<file path="config.mk">
export PLATFORM = sky130hd
export DESIGN_NAME = id_ex_ctrl_stage_flat
export DESIGN_NICKNAME = d
export VERILOG_FILES = /design/src/rtl/id_ex_ctrl_stage_pkg.sv /design/src/rtl/id_ex_ctrl_stage_if.sv /design/src/rtl/id_ex_ctrl_stage_imm_gen.sv /design/src/rtl/id_ex_ctrl_stage.sv /design/src/flat_wrapper.sv
export SDC_FILE = /design/constraint.sdc
export NUM_CORES = 1
export LEC_CHECK = 0
export BUFFER_PORTS_ARGS = -buffer_cell sky130_fd_sc_hd__buf_2
export CAP_MARGIN = 20
export CORE_ASPECT_RATIO = 1.2
export CORE_UTILIZATION = 35
export DETAILED_ROUTE_END_ITERATION = 7
export SKIP_LAST_GASP = 1
export SLEW_MARGIN = 5
export SYNTH_ARGS = -nofsm -noshare
export SYNTH_HDL_FRONTEND = slang
export SYNTH_HIERARCHICAL = 1
export SYNTH_SLANG_ARGS = --single-unit
</file>
<file path="constraint.sdc">
create_clock -name clk -period 2.65 [get_ports clk]
set_clock_uncertainty 0.1 [all_clocks]
set_input_delay 0.265 -clock clk [delete_from_list [all_inputs] [get_ports clk]]
set_output_delay 0.265 -clock clk [all_outputs]
set_load 0.02 [all_outputs]
</file>
<file path="src/rtl/id_ex_ctrl_stage_pkg.sv">
// Shared decode constants for the ID/EX control stage: ALU op codes, opcodes,
// writeback selects and the registered control bundle.
package id_ex_ctrl_stage_pkg;

  typedef enum logic [3:0] {
    ALU_ADD = 4'd0,
    ALU_SUB = 4'd1,
    ALU_AND = 4'd2,
    ALU_OR  = 4'd3,
    ALU_XOR = 4'd4,
    ALU_SLL = 4'd5,
    ALU_SRL = 4'd6,
    ALU_SRA = 4'd7,
    ALU_BEQ = 4'd8,
    ALU_BNE = 4'd9,
    ALU_BLT = 4'd10,
    ALU_BGE = 4'd11
  } alu_op_e;

  typedef enum logic [1:0] {
    WD_ALU = 2'd0,
    WD_MEM = 2'd1,
    WD_PC4 = 2'd2,
    WD_IMM = 2'd3
  } wd_sel_e;

  localparam logic [6:0] OPC_RTYPE  = 7'b0110011;
  localparam logic [6:0] OPC_IALU   = 7'b0010011;
  localparam logic [6:0] OPC_LOAD   = 7'b0000011;
  localparam logic [6:0] OPC_STORE  = 7'b0100011;
  localparam logic [6:0] OPC_BRANCH = 7'b1100011;
  localparam logic [6:0] OPC_LUI    = 7'b0110111;
  localparam logic [6:0] OPC_JAL    = 7'b1101111;
  localparam logic [6:0] OPC_JALR   = 7'b1100111;

  localparam logic [6:0] F7_BASE = 7'h00;
  localparam logic [6:0] F7_ALT  = 7'h20;

  typedef struct packed {
    logic [4:0] rs1;
    logic [4:0] rs2;
    logic [4:0] rd;
    logic       alub_sel;
    alu_op_e    alu_op;
    logic       rf_we;
    wd_sel_e    wd_sel;
    logic       mem_we;
    logic       is_branch;
    logic       is_jal;
    logic       is_jalr;
  } ctrl_t;

endpackage

</file>
<file path="src/rtl/id_ex_ctrl_stage_if.sv">
// IF/ID-side inputs, hazard controls and the registered ID/EX outputs.
interface id_ex_ctrl_stage_if #(
  parameter int XLEN = 32
);
  logic            in_valid;
  logic [31:0]     inst;
  logic [XLEN-1:0] in_pc;
  logic            stall;
  logic            flush;

  logic            out_valid;
  logic [XLEN-1:0] out_pc;
  logic [4:0]      rs1_addr;
  logic [4:0]      rs2_addr;
  logic [4:0]      rd_addr;
  logic [XLEN-1:0] imm;
  logic            alub_sel;
  logic [3:0]      alu_op;
  logic            rf_we;
  logic [1:0]      wd_sel;
  logic            mem_we;
  logic            is_branch;
  logic            is_jal;
  logic            is_jalr;
  logic            illegal;

  modport master (
    output in_valid, inst, in_pc, stall, flush,
    input  out_valid, out_pc, rs1_addr, rs2_addr, rd_addr, imm, alub_sel,
           alu_op, rf_we, wd_sel, mem_we, is_branch, is_jal, is_jalr, illegal
  );

  modport slave (
    input  in_valid, inst, in_pc, stall, flush,
    output out_valid, out_pc, rs1_addr, rs2_addr, rd_addr, imm, alub_sel,
           alu_op, rf_we, wd_sel, mem_we, is_branch, is_jal, is_jalr, illegal
  );
endinterface

</file>
<file path="src/rtl/id_ex_ctrl_stage_imm_gen.sv">
// Immediate generator: picks the I/S/B/U/J layout from the opcode and
// sign-extends from inst[31]; formats without an immediate yield 0.
module id_ex_ctrl_stage_imm_gen
  import id_ex_ctrl_stage_pkg::*;
(
  input  logic [31:0] i_inst,
  output logic [31:0] o_imm
);
  logic w_s;
  assign w_s = i_inst[31];

  always_comb begin
    // NOTE: o_imm is defaulted before the case so unlisted opcodes cannot infer a latch.
    o_imm = '0;
    case (i_inst[6:0])
      OPC_IALU, OPC_LOAD, OPC_JALR: o_imm = {{20{w_s}}, i_inst[31:20]};
      OPC_STORE:  o_imm = {{20{w_s}}, i_inst[31:25], i_inst[11:7]};
      OPC_BRANCH: o_imm = {{19{w_s}}, w_s, i_inst[7], i_inst[30:25], i_inst[11:8], 1'b0};
      OPC_LUI:    o_imm = {i_inst[31:12], 12'b0};
      OPC_JAL:    o_imm = {{11{w_s}}, w_s, i_inst[19:12], i_inst[20], i_inst[30:21], 1'b0};
      default:    o_imm = '0;
    endcase
  end
endmodule

</file>
<file path="src/rtl/id_ex_ctrl_stage.sv">
// RV32I decode plus ID/EX pipeline register with stall, flush and bubble
// insertion; unsupported encodings become a bubble with a one-cycle illegal pulse.
module id_ex_ctrl_stage
  import id_ex_ctrl_stage_pkg::*;
#(
  parameter int XLEN           = 32,
  parameter bit RESET_PC_VALID = 1'b0
) (
  input logic                clk,
  input logic                rst_n,
  id_ex_ctrl_stage_if.slave  bus
);
  logic [6:0]      w_opcode;
  logic [2:0]      w_funct3;
  logic [6:0]      w_funct7;
  logic [31:0]     w_imm32;
  logic [XLEN-1:0] w_imm;
  ctrl_t           w_ctrl;
  logic            w_legal;

  logic            r_valid;
  logic [XLEN-1:0] r_pc;
  ctrl_t           r_ctrl;
  logic [XLEN-1:0] r_imm;
  logic            r_illegal;

  assign w_opcode = bus.inst[6:0];
  assign w_funct3 = bus.inst[14:12];
  assign w_funct7 = bus.inst[31:25];

  id_ex_ctrl_stage_imm_gen u_imm_gen (
    .i_inst (bus.inst),
    .o_imm  (w_imm32)
  );

  assign w_imm = XLEN'($signed(w_imm32));

  always_comb begin
    w_ctrl     = '0;
    w_legal    = 1'b0;
    w_ctrl.rs1 = bus.inst[19:15];
    w_ctrl.rd  = bus.inst[11:7];
    case (w_opcode)
      OPC_RTYPE: begin
        w_ctrl.rs2   = bus.inst[24:20];
        w_ctrl.rf_we = 1'b1;
        w_legal      = 1'b1;
        case ({w_funct7, w_funct3})
          {F7_BASE, 3'b000}: w_ctrl.alu_op = ALU_ADD;
          {F7_ALT,  3'b000}: w_ctrl.alu_op = ALU_SUB;
          {F7_BASE, 3'b111}: w_ctrl.alu_op = ALU_AND;
          {F7_BASE, 3'b110}: w_ctrl.alu_op = ALU_OR;
          {F7_BASE, 3'b100}: w_ctrl.alu_op = ALU_XOR;
          {F7_BASE, 3'b001}: w_ctrl.alu_op = ALU_SLL;
          {F7_BASE, 3'b101}: w_ctrl.alu_op = ALU_SRL;
          {F7_ALT,  3'b101}: w_ctrl.alu_op = ALU_SRA;
          default:           w_legal       = 1'b0;
        endcase
      end
      OPC_IALU: begin
        w_ctrl.alub_sel = 1'b1;
        w_ctrl.rf_we    = 1'b1;
        w_legal         = 1'b1;
        case (w_funct3)
          3'b000:  w_ctrl.alu_op = ALU_ADD;
          3'b111:  w_ctrl.alu_op = ALU_AND;
          3'b110:  w_ctrl.alu_op = ALU_OR;
          3'b100:  w_ctrl.alu_op = ALU_XOR;
          3'b001: begin
            w_ctrl.alu_op = ALU_SLL;
            w_legal       = (w_funct7 == F7_BASE);
          end
          3'b101: begin
            w_ctrl.alu_op = (w_funct7 == F7_ALT) ? ALU_SRA : ALU_SRL;
            w_legal       = (w_funct7 == F7_BASE) || (w_funct7 == F7_ALT);
          end
          default: w_legal = 1'b0;
        endcase
      end
      OPC_LOAD: begin
        w_ctrl.alub_sel = 1'b1;
        w_ctrl.rf_we    = 1'b1;
        w_ctrl.wd_sel   = WD_MEM;
        w_legal         = (w_funct3 == 3'b010);
      end
      OPC_STORE: begin
        w_ctrl.rs2      = bus.inst[24:20];
        w_ctrl.rd       = '0;
        w_ctrl.alub_sel = 1'b1;
        w_ctrl.mem_we   = 1'b1;
        w_legal         = (w_funct3 == 3'b010);
      end
      OPC_BRANCH: begin
        w_ctrl.rs2       = bus.inst[24:20];
        w_ctrl.rd        = '0;
        w_ctrl.is_branch = 1'b1;
        w_legal          = 1'b1;
        case (w_funct3)
          3'b000:  w_ctrl.alu_op = ALU_BEQ;
          3'b001:  w_ctrl.alu_op = ALU_BNE;
          3'b100:  w_ctrl.alu_op = ALU_BLT;
          3'b101:  w_ctrl.alu_op = ALU_BGE;
          default: w_legal       = 1'b0;
        endcase
      end
      OPC_LUI: begin
        w_ctrl.rs1      = '0;
        w_ctrl.alub_sel = 1'b1;
        w_ctrl.rf_we    = 1'b1;
        w_ctrl.wd_sel   = WD_IMM;
        w_legal         = 1'b1;
      end
      OPC_JAL: begin
        w_ctrl.is_jal = 1'b1;
        w_ctrl.rf_we  = 1'b1;
        w_ctrl.wd_sel = WD_PC4;
        w_legal       = 1'b1;
      end
      OPC_JALR: begin
        w_ctrl.alub_sel = 1'b1;
        w_ctrl.is_jalr  = 1'b1;
        w_ctrl.rf_we    = 1'b1;
        w_ctrl.wd_sel   = WD_PC4;
        w_legal         = (w_funct3 == 3'b000);
      end
      default: w_legal = 1'b0;
    endcase
  end

  // Priority: reset > flush > stall > load; a stall only clears the illegal pulse.
  always_ff @(posedge clk) begin
    // NOTE: non-blocking assignments so every register samples pre-edge values.
    if (!rst_n) begin
      r_valid   <= RESET_PC_VALID;
      r_pc      <= '0;
      r_ctrl    <= '0;
      r_imm     <= '0;
      r_illegal <= 1'b0;
    end else if (bus.flush) begin
      r_valid   <= 1'b0;
      r_pc      <= '0;
      r_ctrl    <= '0;
      r_imm     <= '0;
      r_illegal <= 1'b0;
    end else if (bus.stall) begin
      r_illegal <= 1'b0;
    end else if (!bus.in_valid || !w_legal) begin
      r_valid   <= 1'b0;
      r_pc      <= '0;
      r_ctrl    <= '0;
      r_imm     <= '0;
      r_illegal <= bus.in_valid;
    end else begin
      r_valid   <= 1'b1;
      r_pc      <= bus.in_pc;
      r_ctrl    <= w_ctrl;
      r_imm     <= w_imm;
      r_illegal <= 1'b0;
    end
  end

  assign bus.out_valid = r_valid;
  assign bus.out_pc    = r_pc;
  assign bus.rs1_addr  = r_ctrl.rs1;
  assign bus.rs2_addr  = r_ctrl.rs2;
  assign bus.rd_addr   = r_ctrl.rd;
  assign bus.imm       = r_imm;
  assign bus.alub_sel  = r_ctrl.alub_sel;
  assign bus.alu_op    = r_ctrl.alu_op;
  assign bus.rf_we     = r_ctrl.rf_we;
  assign bus.wd_sel    = r_ctrl.wd_sel;
  assign bus.mem_we    = r_ctrl.mem_we;
  assign bus.is_branch = r_ctrl.is_branch;
  assign bus.is_jal    = r_ctrl.is_jal;
  assign bus.is_jalr   = r_ctrl.is_jalr;
  assign bus.illegal   = r_illegal;
endmodule

</file>
<file path="src/flat_wrapper.sv">
// flat-port wrapper written by rule: the top's interface ports become plain ports
module id_ex_ctrl_stage_flat import id_ex_ctrl_stage_pkg::*;
#(
  parameter int XLEN           = 32,
  parameter bit RESET_PC_VALID = 1'b0
)
  (clk, rst_n, bus_in_valid, bus_inst, bus_in_pc, bus_stall, bus_flush, bus_out_valid, bus_out_pc, bus_rs1_addr, bus_rs2_addr, bus_rd_addr, bus_imm, bus_alub_sel, bus_alu_op, bus_rf_we, bus_wd_sel, bus_mem_we, bus_is_branch, bus_is_jal, bus_is_jalr, bus_illegal);
  id_ex_ctrl_stage_if #(.XLEN(XLEN)) bus_i ();
  input logic clk;
  input logic rst_n;
  input wire logic [$bits(bus_i.in_valid)-1:0] bus_in_valid;
  input wire logic [$bits(bus_i.inst)-1:0] bus_inst;
  input wire logic [$bits(bus_i.in_pc)-1:0] bus_in_pc;
  input wire logic [$bits(bus_i.stall)-1:0] bus_stall;
  input wire logic [$bits(bus_i.flush)-1:0] bus_flush;
  output wire logic [$bits(bus_i.out_valid)-1:0] bus_out_valid;
  output wire logic [$bits(bus_i.out_pc)-1:0] bus_out_pc;
  output wire logic [$bits(bus_i.rs1_addr)-1:0] bus_rs1_addr;
  output wire logic [$bits(bus_i.rs2_addr)-1:0] bus_rs2_addr;
  output wire logic [$bits(bus_i.rd_addr)-1:0] bus_rd_addr;
  output wire logic [$bits(bus_i.imm)-1:0] bus_imm;
  output wire logic [$bits(bus_i.alub_sel)-1:0] bus_alub_sel;
  output wire logic [$bits(bus_i.alu_op)-1:0] bus_alu_op;
  output wire logic [$bits(bus_i.rf_we)-1:0] bus_rf_we;
  output wire logic [$bits(bus_i.wd_sel)-1:0] bus_wd_sel;
  output wire logic [$bits(bus_i.mem_we)-1:0] bus_mem_we;
  output wire logic [$bits(bus_i.is_branch)-1:0] bus_is_branch;
  output wire logic [$bits(bus_i.is_jal)-1:0] bus_is_jal;
  output wire logic [$bits(bus_i.is_jalr)-1:0] bus_is_jalr;
  output wire logic [$bits(bus_i.illegal)-1:0] bus_illegal;
  assign bus_i.in_valid = bus_in_valid;
  assign bus_i.inst = bus_inst;
  assign bus_i.in_pc = bus_in_pc;
  assign bus_i.stall = bus_stall;
  assign bus_i.flush = bus_flush;
  assign bus_out_valid = bus_i.out_valid;
  assign bus_out_pc = bus_i.out_pc;
  assign bus_rs1_addr = bus_i.rs1_addr;
  assign bus_rs2_addr = bus_i.rs2_addr;
  assign bus_rd_addr = bus_i.rd_addr;
  assign bus_imm = bus_i.imm;
  assign bus_alub_sel = bus_i.alub_sel;
  assign bus_alu_op = bus_i.alu_op;
  assign bus_rf_we = bus_i.rf_we;
  assign bus_wd_sel = bus_i.wd_sel;
  assign bus_mem_we = bus_i.mem_we;
  assign bus_is_branch = bus_i.is_branch;
  assign bus_is_jal = bus_i.is_jal;
  assign bus_is_jalr = bus_i.is_jalr;
  assign bus_illegal = bus_i.illegal;
  id_ex_ctrl_stage #(.XLEN(XLEN), .RESET_PC_VALID(RESET_PC_VALID)) u_core (.clk(clk), .rst_n(rst_n), .bus(bus_i));
endmodule
</file>
==> flow_summary.toml, run 1 <==
[route]
vias_per_cell = 5.32
detailedRoute.firstIterationViolations = 306
route.detailed.drc = 0
drtAntennaViolNets = 0
route.met2.wl_um = 6830
num_vias = 4678
totalWireLength_um = 14100
met3RoutedLength_um = 1040
maxUsedRoutingLayer = "met4"
avgRoutedWirePerCell_um = 16.1
dr.pass1.iters = 5
routedLengthMet1_um = 6060

[placement]
placement.io_buffers = 161
dp_hpwl_um = 10200
placed_cells = 862
placer_s_final_routability_congestion_estimate = 0.843
dp_slack_ns = 0.0292

[clocking]
path_clk_slew_ns = 0.07
cts_hold_buffers_added = 0
cts_tree = "built"
post_cts_resized = 0
tritoncts_num_sinks = 93
clock_latency_of_the_later_clocked_register_in_the_worst_skew_pair_ns = 0.34
post-cts-setup-buffer-count = 0
cts-buffers-inserted = 9
root_buffer = "clkbuf_16"
clk_path_buf_depth = 2
cts.htree.levels = 3

[synthesis]
syn_area_um2 = 4640
synth_enable_flop_cells = 0
ys_seq_area_share_pct = 40.2
synth.avg_cell_area_um2 = 8.21
yosys_most_used_dff = "dfxtp_1"
fraction_of_synthesized_area_in_multiplexers_pct = 0
synth_nets = 634
synth_compound_gate_area_share_pct = 25.4
dominant_combinational_cell_family_by_area_after_synthesis = "simple AND/OR/NAND/NOR gates"
post_synth_xor_area_fraction_pct = 0
netlist_instances = 565
yosys.area_share.simple_pct = 27.9
synthesis.yosys.warnings = 6
ys_async_sr_fraction_pct = 0
synth_fa_ha_area_share_pct = 0
synth.distinct_cells = 66
yosys_register_bits = 93

[pwr]
total_power_mw = 3.02
leakage_nw = 2.49
power.density_nw_per_um2 = 511
vdd_ir_drop_max_mv = 0.345

[layout]
post_route_cells_drive_above_1_share_pct = 32.6
commonest_non_fill_non_tap_cell_in_the_layout = "nand2_1"
layout.cells.non_filler = 879
finalNetCount = 779
area.growth.synth_to_final_pct = 27.5
final_cell_mix = "nand2_1, buf_2, dfxtp_1, o31ai_1, nand3_1"
antenna_cells_inserted = 0

[timing]
totalNegativeSetupSlack_ns = 0
max_slew.worst_pin.slew_ns = 0.559
maxSlewHeadroom_pct = 62.7
final_hold_viol_count = 0
report.final.slew_viol_count = 0
rsz_0062_raised_after_global_routing = "no"
final.period_utilization_pct = 82.9
finalCriticalPeriod_ns = 2.20
report.final.setup_viol = 0
clock.fmax_mhz = 455
setup_ws_ns = 0.453

[critical_path]
worstPathArrival_ns = 2.35
critPathCaptureType = "flop"
critPathKind = "input port to flop"
critPathLaunchType = "input port"
cp.required_ns = 2.80
critical_path_peak_fanout = 23

[global_route]
first_global_vias = 4418
global_route.overflow_total = 0
maximum_number_of_pins_on_one_net_before_global_route_repair = 85
grt_usage_pct = 20.4
antenna_found_initial = 0
grt_first_pass_wirelength_um = 22300

[min_path]
hp-class = "input port to flop"

[floorplan]
placement_rows = 45
dieArea_um2 = 13700
floorplan.initialDensity_pct = 36.3
die_height_um = 128
fp.coreArea_um2 = 12800
die_width_um = 107
top_level_ports = 162

[outcome]
run_status = "finished, final reports clean"

[flow_run]
max-cap-violations = 0
==> layout make-up <==
cell class | count | area [um2]
clock buffers | 10 | 239
clock inverters | 6 | 70.1
fillers | 1305 | 6870
inverters | 3 | 11.3
multi-input cells | 416 | 2480
flip-flops and latches | 93 | 1860
well taps | 164 | 205
repair buffers | 187 | 1050
==> worst max-delay path, cell delays in order <==
cell	delay, ns
buf_2	0.21
nor2b_4	0.23
or4b_2	0.59
a21boi_1	0.28
nor3_4	0.11
buf_8	0.19
buf_4	0.19
o31ai_1	0.27
==> routing by layer <==
layer / up-vias / GRT usage [%]
li1: 2308 / -
met1: 2170 / 24.8
met2: 186 / 35.7
met3: 14 / 4.32
met4: 0 / 6.20
met5: - / 0
==> Yosys cell counts (6+ instances only) <==
library cell  instances  share of area [%]
nand2_1             169                 14
dfxtp_1              93                 40
o31ai_1              84                 14
clkbuf_1             35                2.8
nand3_1              32                3.5
buf_6                11                2.7
o21ai_0              11                1.2
nor2b_1              10                1.3
o21ai_2              10                1.9
a21o_1                9                1.5
nor2_1                8               0.65
buf_2                 6               0.65
==> cell families (layout without fill, tap and decap cells) <==
kind of cell | after synthesis | in the layout
simple gates | 265 | 265
flops | 93 | 93
compound gates | 151 | 151
buf+inv | 56 | 206
==> through the flow <==
step           instance area, um2  hold slack [ns]  util, %
2_1_floorplan                4640            0.266        -
3_3_place_gp                 5590            0.329     43.7
3_5_place_dp                 5590            0.334     43.7
4_1_cts                      5900           0.0497     46.1
5_1_grt                      5910           0.0610     46.3
6_report                     5910           0.0604     46.3
==> report_power, final <==
part           switching [mW]  internal [mW]  total (mW)
Sequential           0.000222           1.40        1.40
Clock                   0.571          0.766        1.34
Combinational           0.180          0.105       0.286
==> path summary, 6_finish.rpt <==
path	from	to	slack, ns	depth (start not counted)
setup reg to reg	u_core/bus.mem_we	u_core/bus.mem_we	1.93	2
hold / removal	bus_in_pc[14]	u_core/bus.out_pc[14]	0.06	3
setup / recovery	bus_inst[6]	u_core/bus.imm[2]	0.45	8
hold reg to reg	u_core/bus.imm[31]	u_core/bus.imm[31]	0.34	2
==> flip-flops by register name, indices dropped and copies added (netlist names) <==
register	cells
u_core/bus.alu_op	4
u_core/bus.out_pc	32
u_core/bus.is_branch	1
u_core/bus.rf_we	1
u_core/bus.alub_sel	1
u_core/bus.illegal	1
u_core/bus.is_jalr	1
u_core/bus.mem_we	1
u_core/bus.out_valid	1
u_core/bus.rs2_addr	5
u_core/bus.rd_addr	5
u_core/bus.is_jal	1
u_core/bus.imm	32
u_core/bus.rs1_addr	5
u_core/bus.wd_sel	2
No activity file was read; power rests on OpenSTA's default activity.
==> inputs of run 2 (changes only) <==
==> constraint.sdc (replaced) <==
create_clock -name clk -period 1.89 [get_ports clk]
set_clock_uncertainty 0.1 [all_clocks]
set_input_delay 0.189 -clock clk [delete_from_list [all_inputs] [get_ports clk]]
set_output_delay 0.189 -clock clk [all_outputs]
set_load 0.02 [all_outputs]
==> flow_summary.toml, run 2 (synthesis gave the netlist of run 1 again) <==
[floorplan]
die_height_um = 128
placement_rows = 45
fp.coreArea_um2 = 12800
die_width_um = 107
floorplan.initialDensity_pct = 36.3
top_level_ports = 162
dieArea_um2 = 13700

[route]
drtAntennaViolNets = 0
num_vias = 4985
detailedRoute.firstIterationViolations = 354
avgRoutedWirePerCell_um = 15.8
totalWireLength_um = 15000
dr.pass1.iters = 5
route.detailed.drc = 0
vias_per_cell = 5.24

[placement]
placement.io_buffers = 161
placer_s_final_routability_congestion_estimate = 0.910
dp_hpwl_um = 10800

[clocking]
cts-buffers-inserted = 9
path_clk_slew_ns = 0.06
cts_tree = "built"
tritoncts_num_sinks = 93
cts.htree.levels = 3
clk_path_buf_depth = 2
root_buffer = "clkbuf_16"
clock_latency_of_the_later_clocked_register_in_the_worst_skew_pair_ns = 0.34

[critical_path]
critical_path_peak_fanout = 7
cp.required_ns = 2.04
critPathLaunchType = "input port"
worstPathArrival_ns = 2.00
critPathKind = "input port to flop"
critPathCaptureType = "flop"

[timing]
report.final.slew_viol_count = 0
rsz_0062_raised_after_global_routing = "no"
maxSlewHeadroom_pct = 52.2
max_slew.worst_pin.slew_ns = 0.714
totalNegativeSetupSlack_ns = 0
finalCriticalPeriod_ns = 1.84
final_hold_viol_count = 0
fin_worst_hold_slack_ns = 0.00770
clock.fmax_mhz = 542
report.final.setup_viol = 0
final.period_utilization_pct = 97.6

[pwr]
vdd_ir_drop_max_mv = 0.598
power.density_nw_per_um2 = 644
leakage_nw = 2.88
total_power_mw = 4.32

[min_path]
hp-class = "input port to flop"

[flow_run]
max-cap-violations = 0

[layout]
finalNetCount = 851
post_route_cells_drive_above_1_share_pct = 36.3
area.growth.synth_to_final_pct = 44.8
final_cell_mix = "nand2_1, buf_2, dfxtp_1, o31ai_1, buf_4"
antenna_cells_inserted = 0
commonest_non_fill_non_tap_cell_in_the_layout = "nand2_1"

[global_route]
global_route.overflow_total = 0
maximum_number_of_pins_on_one_net_before_global_route_repair = 56
grt_first_pass_wirelength_um = 23300
first_global_vias = 4704
antenna_found_initial = 0
grt_usage_pct = 21.4

[outcome]
run_status = "finished, final reports clean"
-- run 2: changes by cell type in the layout (fill, tap and decap cells not counted), moves of 3 or more --
cell / change
buf_12: +5
buf_2: -3
buf_4: +32
buf_6: +5
dlygate4sd3_1: +31
o31ai_1: -6
o31ai_2: +6
-- run 2: routing by layer --
| layer | global-route usage (%) | wire length, um | part of all wire (%) |
|---|---|---|---|
| met1 | 25.4 | 6330 | 42 |
| met5 | 0 | 0 | 0 |
| met3 | 4.42 | 1110 | 7.4 |
| met4 | 9.11 | 385 | 2.6 |
| met2 | 37.3 | 7210 | 48 |
-- run 2: path summary, 6_finish.rpt --
kind | from | to | slack (ns) | cells past startpoint
max | bus_inst[6] | u_core/bus.mem_we | 0.05 | 7
min | bus_in_pc[6] | u_core/bus.out_pc[6] | 0.008 | 3
max reg2reg | u_core/bus.mem_we | u_core/bus.mem_we | 1.19 | 2
min reg2reg | u_core/bus.imm[6] | u_core/bus.imm[6] | 0.35 | 2
-- run 2: worst max-delay path: stages --
cell and delay, ns:
buf_6 0.11, nand2b_4 0.13, or4_4 0.56, o32ai_4 0.37
nor3_4 0.17, buf_6 0.17, o41ai_4 0.29
-- run 2: layout make-up --
class,instances,area [um2]
Clock buffer,9,225
Clock inverter,7,72.6
Fill cell,1199,6070
Inverter,3,11.3
Multi-Input combinational cell,417,2580
Sequential cell,93,1860
Tap cell,164,205
Timing Repair Buffer,258,1760
-- run 2: what timing repair did --
action,4_1_cts,5_1_grt
gates resized for setup,1,20
hold endpoints to repair,31,0
endpoints found under the setup margin,42,60
cloned,0,3
pin swaps,1,3
buffers inserted,1,0
hold buffers,31,0
-- run 2: report_power, final --
group          switching [mW]  leakage [nW]  total, mW  internal, mW
registers            0.000424         0.749       1.96          1.96
logic                   0.287          1.98      0.544         0.257
clock network           0.790         0.142       1.82          1.03
-- run 2: metrics by stage --
stage                     area, um2  setup WS (ns)  utilization, %  std cells
final                          6710         0.0456            52.5        951
after global routing           6710         0.0125            52.5        951
after CTS                      6580        -0.0181            51.5        948
after detailed placement       5960         -0.417            46.6        900
after global placement         5960         -0.438            46.6        900
after floorplan                4660         0.0114               -        565
==> inputs of run 3 (changes only) <==
--- a/config.mk
+++ b/config.mk
@@ -14,5 +14,4 @@
 export SLEW_MARGIN = 5
 export SYNTH_ARGS = -nofsm -noshare
 export SYNTH_HDL_FRONTEND = slang
-export SYNTH_HIERARCHICAL = 1
 export SYNTH_SLANG_ARGS = --single-unit
==> constraint.sdc (replaced) <==
create_clock -name clk -period 1.89 [get_ports clk]
set_clock_uncertainty 0.1 [all_clocks]
set_input_delay 0.0945 -clock clk [delete_from_list [all_inputs] [get_ports clk]]
set_output_delay 0.0945 -clock clk [all_outputs]
set_load 0.02 [all_outputs]
==> flow_summary.toml, run 3 <==
[outcome]
run_status = "finished with violations"
failed_checks = "negative hold slack"

[critical_path]
cp.required_ns = 2.06
cell_with_the_biggest_individual_delay_on_the_critical_path = "dlygate4sd3_1"
critPathLaunchType = "input port"
reg2reg_depth = 3
path_delay_family = "buffers and inverters"
critPathBufInv = 3
slowest_stage_delay_cp_ns = 0.54
crit_path_cell_trace = "dlygate4sd3_1 -> buf_2 -> nand3b_1 -> nor3_1 -> o21a_2 -> buf_4 -> a32o_1"
critPathCaptureType = "flop"
critPathKind = "input port to flop"
critical_path_peak_fanout = 12
worstPathArrival_ns = 1.82
crit_cells = 7

[clocking]
post_cts_resized = 0
clock_latency_of_the_later_clocked_register_in_the_worst_skew_pair_ns = 0.33
cts-buffers-inserted = 9
clk_path_buf_depth = 2
root_buffer = "clkbuf_16"
cts.htree.levels = 3
cts_tree = "built"
tritoncts_num_sinks = 93
post-cts-setup-buffer-count = 0
path_clk_slew_ns = 0.06

[route]
vias_per_cell = 5.16
detailedRoute.firstIterationViolations = 126
routedLengthMet1_um = 4700
route.met2.wl_um = 5540
avgRoutedWirePerCell_um = 15.3
dr.pass1.iters = 4
drtAntennaViolNets = 0
maxUsedRoutingLayer = "met4"
met3RoutedLength_um = 805
totalWireLength_um = 11200
route.detailed.drc = 0
num_vias = 3795

[synthesis]
yosys_most_used_dff = "dfxtp_1"
ys_seq_area_share_pct = 51.4
synthesis.yosys.warnings = 0
synth_top_area_cell = "dfxtp_1"
synth.distinct_cells = 45
ys_async_sr_fraction_pct = 0
synth_nets = 448
most_frequent_cells_after_synthesis = "dfxtp_1, nand2_1, a22o_1, o21ai_0, a21oi_1"
yosys_register_bits = 93
synthDominantCellAreaShare_pct = 51.4
cell_with_the_most_instances_after_synthesis = "dfxtp_1"
syn_area_um2 = 3620
synth.avg_cell_area_um2 = 9.55
netlist_instances = 379
synth_area_leaders = "dfxtp_1, a22o_1, a32o_1"
synth_enable_flop_cells = 0

[timing]
final_hold_viol_count = 1
finalCriticalPeriod_ns = 1.64
clock.fmax_mhz = 608
fin_worst_hold_slack_ns = -0.00153
rsz_0062_raised_after_global_routing = "no"
max_slew.worst_pin.slew_ns = 0.479
report.final.setup_viol = 0
final.period_utilization_pct = 87.0
maxSlewHeadroom_pct = 67.2
report.final.slew_viol_count = 0

[pwr]
vdd_ir_drop_max_mv = 0.433
leakage_nw = 2.49
power.density_nw_per_um2 = 725

[floorplan]
top_level_ports = 162
placement_rows = 40
fp.coreArea_um2 = 10000
floorplan.initialDensity_pct = 36.2
die_width_um = 94.8
die_height_um = 113
dieArea_um2 = 10800

[min_path]
hold_depth = 3
hp-class = "input port to flop"

[layout]
fillerInstances = 944
final_cell_area_um2 = 5580
post_route_cells_drive_above_1_share_pct = 35.3
post_layout_util_pct = 55.8
final_cell_mix = "buf_2, dfxtp_1, dlygate4sd3_1, nand2_1, a22o_1"
commonest_non_fill_non_tap_cell_in_the_layout = "buf_2"
area.growth.synth_to_final_pct = 54.2
finalNetCount = 675
antenna_cells_inserted = 0

[placement]
placement.io_buffers = 161
dp_hpwl_um = 7780
placer_s_final_routability_congestion_estimate = 0.888
placedInstanceArea_um2 = 4740

[global_route]
maximum_number_of_pins_on_one_net_before_global_route_repair = 57
grt_usage_pct = 20.7
antenna_found_initial = 0
grt_first_pass_wirelength_um = 17300
global_route.overflow_total = 0
first_global_vias = 3588

[flow_run]
max-cap-violations = 0
==> run 3: repair_timing <==
action                                  CTS  global route
endpoints found under the setup margin    0             0
endpoints found under the hold margin    73             0
hold buffers                             56             0
==> run 3: kinds of logic after synthesis <==
kind of cell    Yosys count  share of synthesized area (%)
compound gates          146                           29.3
simple gates            104                           14.3
flops                    93                           51.4
buf+inv                  35                           4.74
xor+xnor                  1                          0.242
==> run 3: worst paths after layout <==
check / start / to / slack, ns
worst min-delay path: rst_n / u_core.bus.illegal / -0.002
worst min register to register: u_core.bus.imm[28] / u_core.bus.imm[28] / 0.35
worst max register to register: u_core.bus.is_jal / u_core.bus.is_jal / 0.60
worst max-delay path: bus_flush / u_core.bus.rs1_addr[2] / 0.25
==> run 3: area by class of cell <==
type	instances	area [um2]	share of cell area [%]
clock buffers	9	225	4.03
flip-flops and latches	93	1860	33.3
multi-input cells	251	1600	28.7
well taps	126	158	2.82
repair buffers	249	1670	29.9
inverters	2	7.51	0.134
clock inverters	5	61.3	1.10
==> run 3: worst register-to-register path, cell delays in order (launching register included) <==
cell and delay, ns:
dfxtp_1 0.31, a32oi_1 0.16, nor3b_1 0.06, dlygate4sd3_1 0.54
==> run 3: per-layer routing <==
layer,vias up,global-route usage [%]
li1,1874,-
met1,1765,23.9
met2,145,36.3
met3,11,5.27
met4,0,7.88
met5,-,0
==> run 3: stage by stage <==
| stage | TNS [ns] | setup WS, ns | std cells | hold WS (ns) | total power [mW] |
|---|---|---|---|---|---|
| after detailed placement | -0.00233 | -0.00233 | 665 | 0.190 | 2.27 |
| final | 0 | 0.247 | 735 | -0.00153 | 4.05 |
| after global placement | 0 | 0.0486 | 665 | 0.177 | 2.27 |
| after floorplan | 0 | 0.199 | 379 | 0.0706 | 2.12 |
| after global routing | 0 | 0.151 | 735 | 0.0249 | 4.23 |
| after CTS | 0 | 0.239 | 735 | 0.00360 | 4.09 |
==> run 3: power by group <==
part           switching, mW  internal [mW]  leakage (nW)
logic                  0.166          0.189          1.61
clock network          0.721           1.01         0.130
registers           0.000250           1.96         0.749
